### src/rtl/au_arbiter.sv
// au_arbiter
//   Shares one sign-magnitude arithmetic unit among NREQ requesters with
//   round-robin arbitration and a single operation in flight. A winner's
//   operands are latched, a one-cycle start is sent to the AU, and the
//   result returned on done is routed back to the owner. Divide-by-zero is
//   answered locally with an error. A watchdog recovers from a lost done,
//   then drains the late result so it cannot be mistaken for a new one.
//
// Ports
//   clk, rst                     clock, asynchronous active-high reset
//   req/req_op/req_muly          per-requester request, op_sel, mul_y_sel
//   req_r/req_s/req_imm          per-requester operands, W bits per slice
//   gnt                          one-cycle onehot grant
//   rsp_valid/rsp_data/rsp_err   one-cycle onehot response, data, error
//   au_start/au_r/au_s/au_imm    start pulse and operands to the AU
//   au_op/au_muly                op_sel and mul_y_sel to the AU
//   au_result/au_done/au_busy    AU result, done pulse, busy
module au_arbiter #(
  parameter int W    = 24,
  parameter int NREQ = 4,
  parameter int TMO  = 63
) (
  input  logic                 clk,
  input  logic                 rst,
  input  logic [NREQ-1:0]      req,
  input  logic [2*NREQ-1:0]    req_op,
  input  logic [2*NREQ-1:0]    req_muly,
  input  logic [W*NREQ-1:0]    req_r,
  input  logic [W*NREQ-1:0]    req_s,
  input  logic [W*NREQ-1:0]    req_imm,
  output logic [NREQ-1:0]      gnt,
  output logic [NREQ-1:0]      rsp_valid,
  output logic [W-1:0]         rsp_data,
  output logic                 rsp_err,
  output logic                 au_start,
  output logic [W-1:0]         au_r,
  output logic [W-1:0]         au_s,
  output logic [W-1:0]         au_imm,
  output logic [1:0]           au_op,
  output logic [1:0]           au_muly,
  input  logic [W-1:0]         au_result,
  input  logic                 au_done,
  input  logic                 au_busy
);

  localparam int PW  = $clog2(NREQ);
  localparam int WDW = $clog2(TMO + 2) + 1;

  typedef enum logic [2:0] {
    S_INIT, S_IDLE, S_ISSUE, S_WAIT, S_RESP, S_DRAIN
  } state_t;

  state_t          r_state, w_state_nxt;
  logic [1:0]      r_cnt;
  logic [WDW-1:0]  r_wd;
  logic [PW-1:0]   r_ptr;
  logic [PW-1:0]   r_owner;
  logic            r_drain;
  logic            r_zflag;

  logic [1:0]      w_op_a   [NREQ];
  logic [1:0]      w_muly_a [NREQ];
  logic [W-1:0]    w_r_a    [NREQ];
  logic [W-1:0]    w_s_a    [NREQ];
  logic [W-1:0]    w_imm_a  [NREQ];

  logic            w_found;
  logic [PW-1:0]   w_win;
  logic            w_accept;
  logic            w_divz;
  logic            w_tmo;
  logic            w_drain_end;

  function automatic logic [NREQ-1:0] onehot(input logic [PW-1:0] idx);
    logic [NREQ-1:0] v;
    v      = '0;
    v[idx] = 1'b1;
    return v;
  endfunction

  for (genvar gi = 0; gi < NREQ; gi++) begin : g_unpack
    assign w_op_a[gi]   = req_op[2*gi +: 2];
    assign w_muly_a[gi] = req_muly[2*gi +: 2];
    assign w_r_a[gi]    = req_r[W*gi +: W];
    assign w_s_a[gi]    = req_s[W*gi +: W];
    assign w_imm_a[gi]  = req_imm[W*gi +: W];
  end

  // Round-robin scan starting at the pointer, wrapping modulo NREQ.
  always_comb begin
    int j;
    j       = 0;
    w_found = 1'b0;
    w_win   = '0;
    for (int k = 0; k < NREQ; k++) begin
      j = int'(r_ptr) + k;
      if (j >= NREQ) j = j - NREQ;
      if (!w_found && req[PW'(j)]) begin
        w_found = 1'b1;
        w_win   = PW'(j);
      end
    end
  end

  assign w_accept = (r_state == S_IDLE) && w_found && !au_busy;
  // Sign bit is ignored so that negative zero is also rejected.
  assign w_divz   = (w_op_a[w_win] == 2'b11) && (w_s_a[w_win][W-2:0] == '0);
  // The earliest possible done arrives in the second WAIT cycle; give up
  // TMO cycles after that slot.
  assign w_tmo       = (r_wd == WDW'(TMO + 1));
  assign w_drain_end = au_done || (r_wd == WDW'(TMO - 1));

  always_ff @(posedge clk or posedge rst) begin
    if (rst) r_state <= S_INIT;
    else     r_state <= w_state_nxt;
  end

  always_comb begin
    w_state_nxt = r_state;
    case (r_state)
      S_INIT:  if (r_cnt == 2'd2 && !au_busy) w_state_nxt = S_IDLE;
      S_IDLE:  if (w_accept) w_state_nxt = w_divz ? S_RESP : S_ISSUE;
      S_ISSUE: w_state_nxt = S_WAIT;
      S_WAIT:  if (au_done || w_tmo) w_state_nxt = S_RESP;
      S_RESP:  w_state_nxt = r_drain ? S_DRAIN : S_IDLE;
      S_DRAIN: if (w_drain_end) w_state_nxt = S_IDLE;
      default: w_state_nxt = S_INIT;
    endcase
  end

  always_ff @(posedge clk or posedge rst) begin
    if (rst) begin
      r_cnt     <= '0;
      r_wd      <= '0;
      r_ptr     <= '0;
      r_owner   <= '0;
      r_drain   <= 1'b0;
      r_zflag   <= 1'b0;
      gnt       <= '0;
      rsp_valid <= '0;
      rsp_data  <= '0;
      rsp_err   <= 1'b0;
      au_start  <= 1'b0;
      au_r      <= '0;
      au_s      <= '0;
      au_imm    <= '0;
      au_op     <= '0;
      au_muly   <= '0;
    end else begin
      gnt       <= '0;
      rsp_valid <= '0;
      au_start  <= 1'b0;
      case (r_state)
        S_INIT: begin
          if (r_cnt != 2'd2) r_cnt <= r_cnt + 1'b1;
        end
        S_IDLE: begin
          if (w_accept) begin
            au_r    <= w_r_a[w_win];
            au_s    <= w_s_a[w_win];
            au_imm  <= w_imm_a[w_win];
            au_op   <= w_op_a[w_win];
            au_muly <= w_muly_a[w_win];
            r_owner <= w_win;
            r_ptr   <= (w_win == PW'(NREQ - 1)) ? '0 : w_win + 1'b1;
            gnt     <= onehot(w_win);
            au_start <= !w_divz;
            r_zflag <= w_divz;
            r_wd    <= '0;
          end
        end
        S_WAIT: begin
          if (au_done) begin
            rsp_data  <= au_result;
            rsp_err   <= 1'b0;
            rsp_valid <= onehot(r_owner);
          end else if (w_tmo) begin
            rsp_data  <= '0;
            rsp_err   <= 1'b1;
            rsp_valid <= onehot(r_owner);
            r_drain   <= 1'b1;
          end else begin
            r_wd <= r_wd + 1'b1;
          end
        end
        S_RESP: begin
          r_wd <= '0;
          // Divide-by-zero answers here, the cycle after its grant.
          if (r_zflag) begin
            rsp_data  <= '0;
            rsp_err   <= 1'b1;
            rsp_valid <= onehot(r_owner);
            r_zflag   <= 1'b0;
          end
        end
        S_DRAIN: begin
          r_drain <= 1'b0;
          r_wd    <= r_wd + 1'b1;
        end
        default: ;
      endcase
    end
  end

endmodule

### config.mk
export PLATFORM = sky130hd
export DESIGN_NAME = au_arbiter
export DESIGN_NICKNAME = d
export VERILOG_FILES = /design/src/rtl/au_arbiter.sv
export SDC_FILE = /design/constraint.sdc
export NUM_CORES = 1
export LEC_CHECK = 0
export BUFFER_PORTS_ARGS = -buffer_cell sky130_fd_sc_hd__buf_2
export CORE_AREA = 2 2 176 178
export DETAILED_ROUTE_END_ITERATION = 6
export DIE_AREA = 0 0 178 180
export PLACE_DENSITY_LB_ADDON = 0.25
export SLEW_MARGIN = 20
export SYNTH_ARGS = -nofsm -noshare
export SYNTH_HDL_FRONTEND = slang
export SYNTH_SLANG_ARGS = --single-unit
### constraint.sdc
create_clock -name clk -period 5.8 [get_ports clk]
set_input_delay 0.58 -clock clk [delete_from_list [all_inputs] [get_ports clk]]
set_output_delay 0.58 -clock clk [all_outputs]
set_load 0.005 [all_outputs]
==> results.md, run 1 <==
* Run status: finished clean
* Post_cts resized at 0
* Horiz. Die Dim at approximately 180 microns
* Portion of the clock cycle consumed by the worst path in the final layout at 61.0%
* Clock Skews at 15.4 ps
* Required time of the critical path at 6070 ps
* Post-Route WL at 28900 microns
* Buffer levels on the longest clock path at 2
* Total setup violations reported at the end of the flow at 0
* Via count of the routed design at 8240
* Worst slew margin relative to its limit at between 30% and 40%
* Core Region at 30200 sq um
* Maximum clock frequency at 0.283 GHz
* Post-CTS setup buffer count at 0
* Count of pins on the block boundary at ~450
* Internal portion of total power at 2.87 mW
* Gr usage total at 17.4%
* H-tree depth at 4
* Initial antenna violation count at 1
* Skew-Pair Late Insertion Delay at between 400 and 500 ps
* Post-synthesis sequential element count at 129
* Final Hold Vio Count at 0
* Maximum number of pins on one net before global-route repair at 97
* Clock transition at the registers of the reported paths at 70 ps
* Class of the most critical setup path: reg2reg
* Vias/cell at 4.58
* Category of the worst setup path capture point: flop
* Clk sinks at ~130
* Total grt overflow at 0
* Relative contribution of the clock network to total power at 22.5%
* DRC violations left at 0
* Area of the multi-input gates at approximately 3900 sq um
* Effective utilization at floorplan at between 20% and 30%
* Clock tree from TritonCTS: built
* Switching portion of total power at 42.8%
* Die Y at 180 microns
* Min-Delay Path Class: in2async
* Yosys warning total at 0
* Area growth from synthesis to layout at 41.8%
* Share of post-route cells with drive strength above 1 at roughly 35%
* Weighted congestion at the end of routability-driven global placement at 0.932
* P per Cell Area at 476 nW/um^2
* Average routed wire per standard cell at 16.0 microns
* RSZ-0062 raised after global routing: false
* Synthesized net count at between 1000 and 1500
* Final net count at 1735
* Row Count at 64
* Worst hold margin at 272 ps
* Number of enable-type register cells in the synthesized netlist at 0
* Overall die area at 32000 sq um
* Critical Path AT at 3800 ps
* Syn Inst Count at 995
* Number of filler instances in the final layout at 3302
* Sw Pwr at approximately 2.1 mW
* Final-layout setup total negative slack at 0 ps
* DR iter-0 viols at between 300 and 400
* Worst voltage drop across the vdd grid at approximately 340 uV
* Wire length of the first global-routing pass at approximately 43000 microns
* Average footprint of a synthesized cell at ~7.5 sq um
* Remaining antenna violation count at 0
* Logic gate share of total power at 47.8%
* Post-synthesis instance area at 7430 sq um
* Proportion of synthesized flip-flops having asynchronous set or reset at 100%
* Root cell of the clock tree: clkbuf_16
* Critical Path Fanout Max at 96
* P_leak at roughly 5.8 nW
* Via count of the first global-routing pass at roughly 8000
* Post-place instance area at 9920 sq um
* Number of iterations in the first detailed-routing pass at 4
* Critical path launch point type: flop
* Power share of the sequential group at 29.7%
* Slew at the pin closest to its max-slew limit at 1010 ps
* Post-route core utilization at around a third
* Seq. cell area at 3230 sq um
* Hpwl dp at roughly 22000 microns
* Number of distinct library cells after synthesis at 50
* Number of input and output port buffers inserted at 445
* Number of clock buffers inserted by TritonCTS at 17
* # hold bufs at CTS at 0
* Commonest register cell after synthesis: dfrtp_1
* Synth top area cells: dfrtp_1 (43%), nand2_1 (20%), nand3_1 (7.4%)
* Sequential area share after synthesis at 43.5%
* Final number of max-transition violations at 0
* Share of Yosys cell area claimed by the top area cell type at 43.5%
* Number of maximum-capacitance constraint violations at 0
* Sum of internal, switching and leakage power at 5.02 mW
* Largest area contributor in the synthesized netlist: dfrtp_1
* Min cycle time layout at 3540 ps
* Final instance area at 10500 sq um
worst max-delay path, cell delays in order, from the launching register on:
cell and delay [ps]:
dfrtp_1 400, nor2b_2 170, nand4b_1 180, nand2_4 400, inv_4 920, nand2_1 130, a22oi_1 460, nand4_1 130
nor2_1 240, and3_1 220, o211ai_1 80
power groups by stage:
stage               combinational [mW]  clock (mW)  sequential [mW]
floorplan                         1.49           0             1.50
global placement                  2.42           0             1.49
detailed placement                2.44           0             1.50
CTS                               2.44        1.17             1.49
global route                      2.72        1.21             1.54
finish                            2.40        1.13             1.49
cell usage after synthesis (all sizes together), types with 2 or more instances:
cell type,count
nor2b,2
xor2,6
nand2,405
o21ai,75
buf,34
and3,4
dfrtp,129
and2,4
a22oi,7
nand2b,6
mux2i,8
inv,8
or4,2
nor3,4
clkbuf,40
nand4b,4
a22o,37
ha,8
nand3,110
nor3b,4
a21oi,47
and4,2
nor4,6
mux2,4
nor2,16
nand4,7
sequential cells by signal, indices dropped and copies added, names as in the netlist, 2 cells and up:
signal	cells
au_imm	24
au_muly	2
au_op	2
au_r	24
au_s	24
gnt	4
r_cnt	2
r_owner	2
r_ptr	2
r_state	3
r_wd	8
rsp_data	24
rsp_valid	4
layout by cell type (no fill, tap or decap), drive strengths merged, types with 2 or more instances in the layout:
cell type,instances
buf,451
xor2,6
clkinvlp,2
nand4,7
dfrtp,129
nor2b,2
nand3,110
a22o,37
and3,4
clkinv,5
mux2i,8
a22oi,7
nor2,16
inv,12
mux2,4
o21ai,75
and4,2
or4,2
bufinv,3
a21oi,47
nor4,6
nor3,4
nand2,405
and2,4
ha,8
nor3b,4
nand2b,6
clkbuf,18
nand4b,4
cells by family after synthesis:
family,count (synthesis),synth area share [%]
fa+ha+maj,8,1.35
compound gates,174,14.5
mux,12,1.68
xor+xnor,7,0.825
buf+inv,82,4.56
flops,129,43.5
simple gates,583,33.7
area by class of cell:
cell class / instances / area share [%]
clock inverters: 14 / 1.70
inverters: 8 / 0.380
well taps: 396 / 4.70
clock buffers: 18 / 4.08
diodes: 1 / 0.0238
flip-flops and latches: 129 / 30.7
multi-input cells: 784 / 36.9
repair buffers: 451 / 21.6
final timing paths:
path | startpoint | endpoint | slack, ps | cells past startpoint
min | rst | au_imm[15]$_DFFE_PP0P_ | 270 | 2
min in group clk | au_result[1] | rsp_data[1]$_DFFE_PP0P_ | 380 | 2
max | r_ptr[0]$_DFFE_PP0P_ | r_state[1]$_DFFE_PP0P_ | 2260 | 10
min reg2reg | au_s[3]$_DFFE_PP0P_ | au_s[3]$_DFFE_PP0P_ | 470 | 2
max in group asynchronous | rst | au_imm[2]$_DFFE_PP0P_ | 4330 | 3
max reg2reg | r_ptr[0]$_DFFE_PP0P_ | r_state[1]$_DFFE_PP0P_ | 2260 | 10
metal layers:
layer	track usage [%]	up-vias	wire [microns]
li1	-	4140	-
met5	0	-	0
met3	4.10	25	1930
met4	4.85	0	487
met1	21.7	3787	12200
met2	29.9	288	14300
per-stage QoR:
stage          instances  setup slack, ps
4_1_cts             1800             2260
5_1_grt             1801             1950
3_3_place_gp        1768             2030
2_1_floorplan        995             1780
6_report            1801             2260
3_5_place_dp        1768             1900
(Power assumes the default switching activity.)
==> run 2: changes to the inputs <==
--- a/config.mk
+++ b/config.mk
@@ -6,9 +6,9 @@
 export NUM_CORES = 1
 export LEC_CHECK = 0
 export BUFFER_PORTS_ARGS = -buffer_cell sky130_fd_sc_hd__buf_2
-export CORE_AREA = 2 2 176 178
+export CORE_AREA = 2 2 173 175
 export DETAILED_ROUTE_END_ITERATION = 6
-export DIE_AREA = 0 0 178 180
+export DIE_AREA = 0 0 175 177
 export PLACE_DENSITY_LB_ADDON = 0.25
 export SLEW_MARGIN = 20
 export SYNTH_ARGS = -nofsm -noshare
==> constraint.sdc (replaced) <==
create_clock -name clk -period 3.7 [get_ports clk]
set_input_delay 0.37 -clock clk [delete_from_list [all_inputs] [get_ports clk]]
set_output_delay 0.37 -clock clk [all_outputs]
set_load 0.005 [all_outputs]
==> run 2 against run 1 <==
Setup slack lost 1500 ps. Sequential power grew 56%. Die area shrank 3.3%. Register-to-register slack worse by 1500 ps. First-iteration DRC count rose by 7.6%. Flip-flop and latch count is the same. Wire length is 4.9% lower. Critical path depth unchanged. Cell count did not move.
==> results.md, run 2 (synthesis gave the netlist of run 1 again) <==
* Run status: finished clean (unchanged)
* Sw Pwr at 3.29 mW (was 2.15 mW)
* Commonest cells after routing, fill and taps aside: buf_2 (445), nand2_1 (404), dfrtp_1 (129), nand3_1 (110), o21ai_0 (74) (unchanged)
* Via count of the routed design at 8277 (was 8240)
* Overall die area at 31000 sq um (was 32000 sq um)
* Instance count along the most critical hold path at 2
* Clock tree from TritonCTS: built (unchanged)
* Worst slew margin relative to its limit at 35.3% (was 33.0%)
* Die Y at 177 microns (was 180 microns)
* Post-place instance area at 9970 sq um (was 9920 sq um)
* Final number of max-transition violations at 0 (unchanged)
* Most common cell after layout, fill and taps aside: buf_2 (unchanged)
* Flop-to-flop setup slack at 740 ps (was 2260 ps)
* Final-layout setup total negative slack at 0 ps (unchanged)
* RSZ-0062 raised after global routing: false (unchanged)
* Remaining antenna violation count at 0 (unchanged)
* Min-Delay Path Class: in2reg (was in2async)
* Via count of the first global-routing pass at 8090 (was 7833)
* Initial antenna violation count at 1 (unchanged)
* DRC violations left at 0 (unchanged)
* Critical Path AT at 3310 ps (was 3800 ps)
* Final instance area at 10600 sq um (was 10500 sq um)
* Root cell of the clock tree: clkbuf_16 (unchanged)
* Total grt overflow at 0 (unchanged)
* Buffer levels on the longest clock path at 2 (unchanged)
* Power share of the sequential group at 29.9% (was 29.7%)
* Number of input and output port buffers inserted at 445 (unchanged)
* Startpoint of the lowest-slack hold path: au_result[0]
* Post-route core utilization at 36.2% (was 34.9%)
* Min cycle time layout at 2960 ps (was 3540 ps)
* Portion of the clock cycle consumed by the worst path in the final layout at 80.0% (was 61.0%)
* Post-Route WL at 27400 microns (was 28900 microns)
* Logic gate share of total power at 47.9% (was 47.8%)
* Effective utilization at floorplan at 25.4% (was 24.6%)
* Number of iterations in the first detailed-routing pass at 4 (unchanged)
* Number of clock buffers inserted by TritonCTS at 17 (unchanged)
* Weighted congestion at the end of routability-driven global placement at 0.854 (was 0.932)
* Core Region at 29200 sq um (was 30200 sq um)
* Count of pins on the block boundary at 446 (unchanged)
* N_diodes at 0 (was 1)
* Number of maximum-capacitance constraint violations at 0 (unchanged)
* Final Hold Vio Count at 0 (unchanged)
* Number of cell instances on the worst register-to-register path at 10 (unchanged)
* Post-CTS setup buffer count at 0 (unchanged)
* Switching portion of total power at 42.5% (was 42.8%)
* Maximum number of pins on one net before global-route repair at 93 (was 97)
* Area growth from synthesis to layout at 42.4% (was 41.8%)
* Clock Skews at 11.1 ps (was 15.4 ps)
* Total setup violations reported at the end of the flow at 0 (unchanged)
* Relative contribution of the clock network to total power at 22.3% (was 22.5%)
* DR iter-0 viols at 398 (was 370)
* Maximum clock frequency at 0.338 GHz (was 0.283 GHz)
* Clock transition at the registers of the reported paths at 60 ps (was 70 ps)
* Critical Path Fanout Max at 55 (was 96)
* Skew-Pair Late Insertion Delay at 410 ps (was 420 ps)
* Worst voltage drop across the vdd grid at 318 uV (was 335 uV)
* Average routed wire per standard cell at 15.2 microns (was 16.0 microns)
* Min-Delay Endpoint: rsp_data[0]$_DFFE_PP0P_
* Row Count at 63 (was 64)
* Hpwl dp at 20900 microns (was 21600 microns)
* Gr usage total at 17.5% (was 17.4%)
* Origin of the critical flop-to-flop path: r_ptr[0]$_DFFE_PP0P_ (unchanged)
* Internal portion of total power at 4.46 mW (was 2.87 mW)
* P_leak at 5.79 nW (was 5.76 nW)
* Share of post-route cells with drive strength above 1 at 35.8% (was 35.5%)
* H-tree depth at 4 (unchanged)
* Slew at the pin closest to its max-slew limit at 970 ps (was 1010 ps)
* Class of the most critical setup path: reg2reg (unchanged)
* FF-to-FF End: r_state[2]$_DFFE_PP0P_ (was r_state[1]$_DFFE_PP0P_)
* Clk sinks at 129 (unchanged)
* Category of the worst setup path capture point: flop (unchanged)
* Number of filler instances in the final layout at 3179 (was 3302)
* Final net count at 1742 (was 1735)
* Wire length of the first global-routing pass at 43100 microns (was 43400 microns)
* Horiz. Die Dim at 175 microns (was 178 microns)
* P per Cell Area at 733 nW/um^2 (was 476 nW/um^2)
* Critical path launch point type: flop (unchanged)
* Required time of the critical path at 4040 ps (was 6070 ps)
* Vias/cell at 4.60 (was 4.58)
## run 2: cell count changes in the layout (fill, tap and decap cells not counted), sizes merged
cell and change:
buf +6, clkinvlp +2, bufinv -1, diode -1, dlygate4sd3 +1, inv -1
## run 2: worst max-delay path by stage
stage	startpoint	to
floorplan	req[1]	r_state[1]$_DFFE_PP0P_
global placement	req[3]	au_imm[1]$_DFFE_PP0P_
detailed placement	req[3]	au_imm[1]$_DFFE_PP0P_
CTS	r_ptr[0]$_DFFE_PP0P_	au_imm[1]$_DFFE_PP0P_
global route	r_ptr[0]$_DFFE_PP0P_	au_r[23]$_DFFE_PP0P_
finish	r_ptr[0]$_DFFE_PP0P_	r_state[2]$_DFFE_PP0P_
## run 2: critical path, cell delays in order, from the launching register on
cell and delay [ps]:
dfrtp_1 410, nor2b_2 190, nand4b_1 180, nand2_4 290, inv_4 560, nand2_1 110, a22o_1 270, or4_1 420
nor4_2 200, a31oi_1 140, nor2_1 100
## run 2: repair_timing
item / CTS / global route
hold buffers: 1 / 0
endpoints found under the hold margin: 13 / 0
resized for setup: 0 / 0
## run 2: layout make-up
class | count | area [sq um] | area share, %
Multi-Input combinational cell | 784 | 3880 | 36.6
Sequential cell | 129 | 3230 | 30.5
Timing Repair Buffer | 458 | 2350 | 22.2
Tap cell | 390 | 488 | 4.61
Clock buffer | 18 | 439 | 4.15
Clock inverter | 14 | 154 | 1.46
Inverter | 8 | 38.8 | 0.367
## run 2: power groups by stage
stage | Combinational, mW | Sequential [mW] | Clock, mW
finish | 3.72 | 2.32 | 1.73
global route | 4.26 | 2.40 | 1.85
detailed placement | 3.78 | 2.33 | 0
global placement | 3.76 | 2.32 | 0
CTS | 3.78 | 2.32 | 1.78
floorplan | 2.33 | 2.35 | 0
## run 2: layer usage
| metal | global-route usage (%) | up-vias | routed length, microns |
|---|---|---|---|
| met5 | 0 | - | 11 |
| met4 | 4.62 | 2 | 475 |
| met3 | 4.68 | 27 | 1940 |
| met2 | 29.5 | 330 | 13100 |
| met1 | 22.2 | 3766 | 11900 |
| li1 | - | 4152 | - |
## run 2: through the flow
stage	hold slack (ps)	total power [mW]	instances	setup slack, ps
after floorplan	459	4.68	995	1490
after global placement	377	6.08	1768	620
after detailed placement	379	6.11	1768	622
after CTS	153	7.89	1801	723
after global routing	160	8.52	1801	419
final	177	7.76	1801	739
